==> src/rtl/float_norm_arbiter.sv <==
// Round-robin arbiter feeding a shared leading-zero counter and normalizing shifter.
// Two-stage pipeline (S1 capture, S2 normalized result) sustains one result per cycle.

module float_naive_lzc #(
  parameter int WIDTH       = 24,
  parameter int OUTPUT_STEP = 1,
  parameter int OUTPUT_BIAS = 0,
  parameter int OUT_WIDTH   = $clog2(WIDTH + 1)
) (
  input  logic [WIDTH-1:0]     in_i,
  output logic [OUT_WIDTH-1:0] count_o
);

  int cnt;

  // The highest set bit is visited last, so it determines the count.
  always_comb begin
    cnt = WIDTH;
    for (int i = 0; i < WIDTH; i++) begin
      if (in_i[i]) cnt = WIDTH - 1 - i;
    end
    count_o = OUT_WIDTH'(cnt * OUTPUT_STEP + OUTPUT_BIAS);
  end

endmodule

module float_norm_arbiter #(
  parameter int NUM_REQ    = 4,
  parameter int MANT_WIDTH = 24,
  parameter int EXP_WIDTH  = 8,
  parameter int LZC_WIDTH  = $clog2(MANT_WIDTH + 1),
  parameter int ID_WIDTH   = $clog2(NUM_REQ)
) (
  input  logic                            clk,
  input  logic                            rst,
  input  logic [NUM_REQ-1:0]              req_valid,
  output logic [NUM_REQ-1:0]              req_ready,
  input  logic [NUM_REQ*MANT_WIDTH-1:0]   req_mant,
  input  logic [NUM_REQ*EXP_WIDTH-1:0]    req_exp,
  output logic                            out_valid,
  input  logic                            out_ready,
  output logic [ID_WIDTH-1:0]             out_id,
  output logic [MANT_WIDTH-1:0]           out_mant,
  output logic [EXP_WIDTH-1:0]            out_exp,
  output logic                            out_zero,
  output logic                            out_underflow
);

  localparam int CMP_WIDTH = (LZC_WIDTH > EXP_WIDTH) ? LZC_WIDTH : EXP_WIDTH;

  function automatic logic [ID_WIDTH-1:0] wrap_add(input logic [ID_WIDTH-1:0] a, input int k);
    int s;
    s = int'(a) + k;
    if (s >= NUM_REQ) s = s - NUM_REQ;
    return ID_WIDTH'(s);
  endfunction

  logic [ID_WIDTH-1:0]   ptr_q, ptr_d;
  logic                  s1_valid_q, s1_valid_d;
  logic [ID_WIDTH-1:0]   s1_id_q, s1_id_d;
  logic [MANT_WIDTH-1:0] s1_mant_q, s1_mant_d;
  logic [EXP_WIDTH-1:0]  s1_exp_q, s1_exp_d;
  logic                  s2_valid_q, s2_valid_d;
  logic [ID_WIDTH-1:0]   s2_id_q, s2_id_d;
  logic [MANT_WIDTH-1:0] s2_mant_q, s2_mant_d;
  logic [EXP_WIDTH-1:0]  s2_exp_q, s2_exp_d;
  logic                  s2_zero_q, s2_zero_d;
  logic                  s2_uf_q, s2_uf_d;

  logic                  grant_found;
  logic [ID_WIDTH-1:0]   grant_idx;
  logic                  s1_free, s2_free, accept, s1_move;
  logic [LZC_WIDTH-1:0]  lzc_n;
  logic [MANT_WIDTH-1:0] norm_mant;
  logic [EXP_WIDTH-1:0]  norm_exp;
  logic                  norm_zero, norm_uf;

  // Descending offsets so the requester closest to ptr overrides later finds.
  always_comb begin
    grant_found = 1'b0;
    grant_idx   = '0;
    for (int k = NUM_REQ - 1; k >= 0; k--) begin
      if (req_valid[wrap_add(ptr_q, k)]) begin
        grant_found = 1'b1;
        grant_idx   = wrap_add(ptr_q, k);
      end
    end
  end

  assign s2_free = !s2_valid_q | out_ready;
  assign s1_free = !s1_valid_q | s2_free;
  assign accept  = grant_found & s1_free & !rst;
  assign s1_move = s1_valid_q & s2_free;

  always_comb begin
    req_ready = '0;
    if (accept) req_ready[grant_idx] = 1'b1;
  end

  float_naive_lzc #(
    .WIDTH      (MANT_WIDTH),
    .OUTPUT_STEP(1),
    .OUTPUT_BIAS(0),
    .OUT_WIDTH  (LZC_WIDTH)
  ) u_lzc (
    .in_i   (s1_mant_q),
    .count_o(lzc_n)
  );

  // When the exponent cannot absorb the full shift, stop at exponent 0 and flag it.
  always_comb begin
    norm_mant = '0;
    norm_exp  = '0;
    norm_zero = 1'b0;
    norm_uf   = 1'b0;
    if (s1_mant_q == '0) begin
      norm_zero = 1'b1;
    end else if (CMP_WIDTH'(lzc_n) <= CMP_WIDTH'(s1_exp_q)) begin
      norm_mant = s1_mant_q << lzc_n;
      norm_exp  = s1_exp_q - EXP_WIDTH'(lzc_n);
    end else begin
      norm_mant = s1_mant_q << s1_exp_q;
      norm_uf   = 1'b1;
    end
  end

  always_comb begin
    ptr_d      = ptr_q;
    s1_valid_d = s1_valid_q;
    s1_id_d    = s1_id_q;
    s1_mant_d  = s1_mant_q;
    s1_exp_d   = s1_exp_q;
    s2_valid_d = s2_valid_q;
    s2_id_d    = s2_id_q;
    s2_mant_d  = s2_mant_q;
    s2_exp_d   = s2_exp_q;
    s2_zero_d  = s2_zero_q;
    s2_uf_d    = s2_uf_q;
    if (accept) begin
      ptr_d      = wrap_add(grant_idx, 1);
      s1_valid_d = 1'b1;
      s1_id_d    = grant_idx;
      s1_mant_d  = req_mant[int'(grant_idx)*MANT_WIDTH +: MANT_WIDTH];
      s1_exp_d   = req_exp[int'(grant_idx)*EXP_WIDTH +: EXP_WIDTH];
    end else if (s1_move) begin
      s1_valid_d = 1'b0;
    end
    if (s1_move) begin
      s2_valid_d = 1'b1;
      s2_id_d    = s1_id_q;
      s2_mant_d  = norm_mant;
      s2_exp_d   = norm_exp;
      s2_zero_d  = norm_zero;
      s2_uf_d    = norm_uf;
    end else if (s2_valid_q && out_ready) begin
      s2_valid_d = 1'b0;
    end
  end

  always_ff @(posedge clk) begin
    if (rst) begin
      ptr_q      <= '0;
      s1_valid_q <= 1'b0;
      s1_id_q    <= '0;
      s1_mant_q  <= '0;
      s1_exp_q   <= '0;
      s2_valid_q <= 1'b0;
      s2_id_q    <= '0;
      s2_mant_q  <= '0;
      s2_exp_q   <= '0;
      s2_zero_q  <= 1'b0;
      s2_uf_q    <= 1'b0;
    end else begin
      ptr_q      <= ptr_d;
      s1_valid_q <= s1_valid_d;
      s1_id_q    <= s1_id_d;
      s1_mant_q  <= s1_mant_d;
      s1_exp_q   <= s1_exp_d;
      s2_valid_q <= s2_valid_d;
      s2_id_q    <= s2_id_d;
      s2_mant_q  <= s2_mant_d;
      s2_exp_q   <= s2_exp_d;
      s2_zero_q  <= s2_zero_d;
      s2_uf_q    <= s2_uf_d;
    end
  end

  assign out_valid     = s2_valid_q;
  assign out_id        = s2_id_q;
  assign out_mant      = s2_mant_q;
  assign out_exp       = s2_exp_q;
  assign out_zero      = s2_zero_q;
  assign out_underflow = s2_uf_q;

endmodule

==> config.mk <==
export PLATFORM = sky130hd
export DESIGN_NAME = float_norm_arbiter
export DESIGN_NICKNAME = d
export VERILOG_FILES = /design/src/rtl/float_norm_arbiter.sv
export SDC_FILE = /design/constraint.sdc
export NUM_CORES = 1
export LEC_CHECK = 0
export ABC_AREA = 1
export CAP_MARGIN = 20
export CORE_UTILIZATION = 25
export DETAILED_ROUTE_END_ITERATION = 10
export PLACE_DENSITY_LB_ADDON = 0.3
export RECOVER_POWER = 25
export SYNTH_ARGS = -nofsm -noshare
export SYNTH_HDL_FRONTEND = slang
export SYNTH_SLANG_ARGS = --single-unit
==> constraint.sdc <==
create_clock -name clk -period 4 [get_ports clk]
set_input_delay 0.6 -clock clk [delete_from_list [all_inputs] [get_ports clk]]
set_output_delay 0.6 -clock clk [all_outputs]
set_load 0.02 [all_outputs]
==> impl_metrics.ini <==
[grt]
grt.total_usage_pct = 19.4
antenna_found_initial = 0
grt_pass1_vias = 6685
grt_pass1_wl_um = 34300
grt_max_degree = 66
gr-total-overflow = 0

[setup_path]
critical_path_required_ps = 4210
cpLargestDelayFamily = simple AND/OR/NAND/NOR gates
crit_start = s1_mant_q[1]
rr_endpoint = out_mant[17]
max_stage_delay_ps = 340
ff2ff_setup_slack_ps = -40
crit_fanout = 6
ff2ff_path_depth = 41
worstSetupStartpointType = flop
slowest_stage = fa_2
cpMostUsedCell = nand2_1
critical_path_arrival_ps = 4250
end_kind = flop
cp_num_buf_inv = 5
crit_type = reg -> reg
rr_startpoint = s1_mant_q[1]

[logic_synthesis]
netlist_instances = 934
synth-xor-area-share_pct = 0.471
ys_seq_area_share_pct = 26.5
ys_ff_latch = 74
synth-simple-area-share_pct = 43.4
async_flop_share_pct = 0
yosysUniqueCellTypes = 46
synth_top_family_by_area = simple AND/OR/NAND/NOR gates
synthMuxAreaShare_pct = 0
syn_area_um2 = 5580
ys.flop_type = dfxtp_1
avgSynthCellArea_um2 = 5.97
synth_compound_area_share_pct = 17.2
synth_edf_count = 0
ys.warnings.count = 0
syn_nets = 1079
synth_fa_ha_area_share_pct = 2.38

[finish]
drive_above_1_share_pct = 19.2
syn2layout_area_growth_pct = 60.3
final_util_pct = 41.0
num_antenna_cells = 0
design_area_um2 = 8940
finalNetCount = 1279

[clock_network]
worstSkewPairLatency_ps = 350
cts_tree = built
cts_buffers = 9
root_buffer = clkbuf_16
ctsLongestPathBuffers = 2
h-tree-depth = 3
cts.clk_slew.worst_paths_ps = 60
clock_sinks = 74

[sta]
timing.final.ws_setup_ps = -40.7
rsz0062_at_grt = yes
timing.fmax_mhz = 247
final.setup.tns_ps = -139
hold_violations = 0
worstMarginPinSlew_ps = 657
holdWs_ps = 461
slew_headroom_pct = 56.1
min_period_over_period_pct = 101
finalMaxSlewViolations = 0
skew_ps = 11.6
setup_viol = 6
layout_min_cycle_time_ps = 4040

[route]
drt_iter0_drc = 430
num_vias = 7012
drc = 0
wl_um = 22000
via_per_inst = 4.94
antenna_left = 0
drt-pass1-iter-count = 5
wire_per_inst_um = 15.5

[status]
violations = negative setup slack
status = finished with violations

[die]
core_area_um2 = 21800
dieArea_um2 = 22900
num_rows = 54
ioPinCount = 176
die_y_um = 151
die_x_um = 151
start_util_pct = 25.6

[min_path]
hold_start = out_mant[20]
hold_class = reg -> reg
min_to = out_mant[20]
whs_path_depth = 2

[run]
cap_violations = 0

[place]
portBuffers = 175
place_area_um2 = 7910
dp_hpwl_um = 16300
place.gp.congestion = 0.915
==> routing by layer <==
metal  wire [µm]  up-vias  track usage [%]
met5           0        -                0
met4         622        0             7.15
met3        1510       39             4.52
met2       10500      229             32.5
met1        9360     3218             23.9
li1            -     3526                -
==> what timing repair did <==
item                       in CTS  in global routing
setup buffers                  13                  6
hold buffers                    0                  0
cloned                          3                  4
pin swaps                       6                 39
gates resized for setup        21                107
setup endpoints to repair      23                 26
==> kinds of logic after synthesis <==
kind of cell	after synthesis
buffers and inverters	135
XOR/XNOR	3
AND/OR/NAND/NOR	555
AO/OA/AOI/OAI	157
flip-flops	74
adder cells (fa/ha/maj)	10
==> final cells by class <==
cell class	count	area, µm²
Clock inverter	5	31.3
Inverter	76	288
Clock buffer	11	233
Sequential cell	74	1480
Timing Repair Buffer	246	2520
Tap cell	280	350
Multi-Input combinational cell	727	4040
Fill cell	2324	12900
==> tightest hold or removal path, stage by stage, from the launching register on <==
cell	delay, ps
dfxtp_1	310
nand2_1	60
a21oi_1	50
==> synthesized netlist by cell type (all sizes together) (3+ instances only) <==
cell type,instances,area [µm²]
o31ai,12,90.1
ha,9,113
clkbuf,35,131
inv,75,282
nor2,112,423
o21ai,50,250
o311ai,13,114
xor2,3,26.3
nand4,7,43.8
o22ai,3,18.8
a311oi,8,70.1
dfxtp,74,1480
a21oi,56,295
buf,24,140
nand2,261,1010
or2,17,106
o211ai,3,22.5
nand3,152,798
o32ai,7,61.3
==> cell usage in the layout, fill, tap and decap left out, types with 7 or more instances in the layout <==
| master | n |
|---|---|
| buf_12 | 9 |
| a21oi_2 | 10 |
| a21oi_1 | 46 |
| nand3_1 | 94 |
| ha_1 | 8 |
| nand3_2 | 52 |
| o32ai_1 | 7 |
| o21ai_0 | 44 |
| nand2_1 | 226 |
| nand4_1 | 7 |
| inv_2 | 7 |
| dfxtp_1 | 73 |
| buf_6 | 8 |
| buf_4 | 48 |
| clkbuf_16 | 12 |
| nor2_1 | 108 |
| a311oi_1 | 8 |
| o31ai_1 | 12 |
| nand2_2 | 31 |
| clkdlybuf4s50_1 | 174 |
| o311ai_0 | 13 |
| or2_1 | 7 |
| inv_1 | 67 |
==> how the worst max path moves through the flow <==
stage	endpoint	slack, ps	depth (start not counted)
final	out_mant[17]	-40	41
after CTS	out_mant[23]	5	43
after global placement	out_mant[22]	-120	42
after floorplan	out_mant[22]	50	41
after detailed placement	out_mant[8]	-160	40
after global routing	out_mant[16]	-440	41
==> sequential cells by signal, summed over array words and instances (netlist names) <==
| signal | cells |
|---|---|
| out_exp | 8 |
| out_id | 2 |
| out_mant | 24 |
| out_underflow | 1 |
| out_valid | 1 |
| out_zero | 1 |
| ptr_q | 2 |
| s1_exp_q | 8 |
| s1_id_q | 2 |
| s1_mant_q | 24 |
| s1_valid_q | 1 |
==> metrics by stage <==
| step | std cells | setup slack [ps] |
|---|---|---|
| finish | 1419 | -40.7 |
| CTS | 1416 | 4.54 |
| global route | 1419 | -437 |
| detailed placement | 1384 | -158 |
| global placement | 1384 | -118 |
| floorplan | 934 | 49.4 |
Power is not shown: default switching activity piles up to over one toggle a cycle in this logic, so the estimate is an artifact.
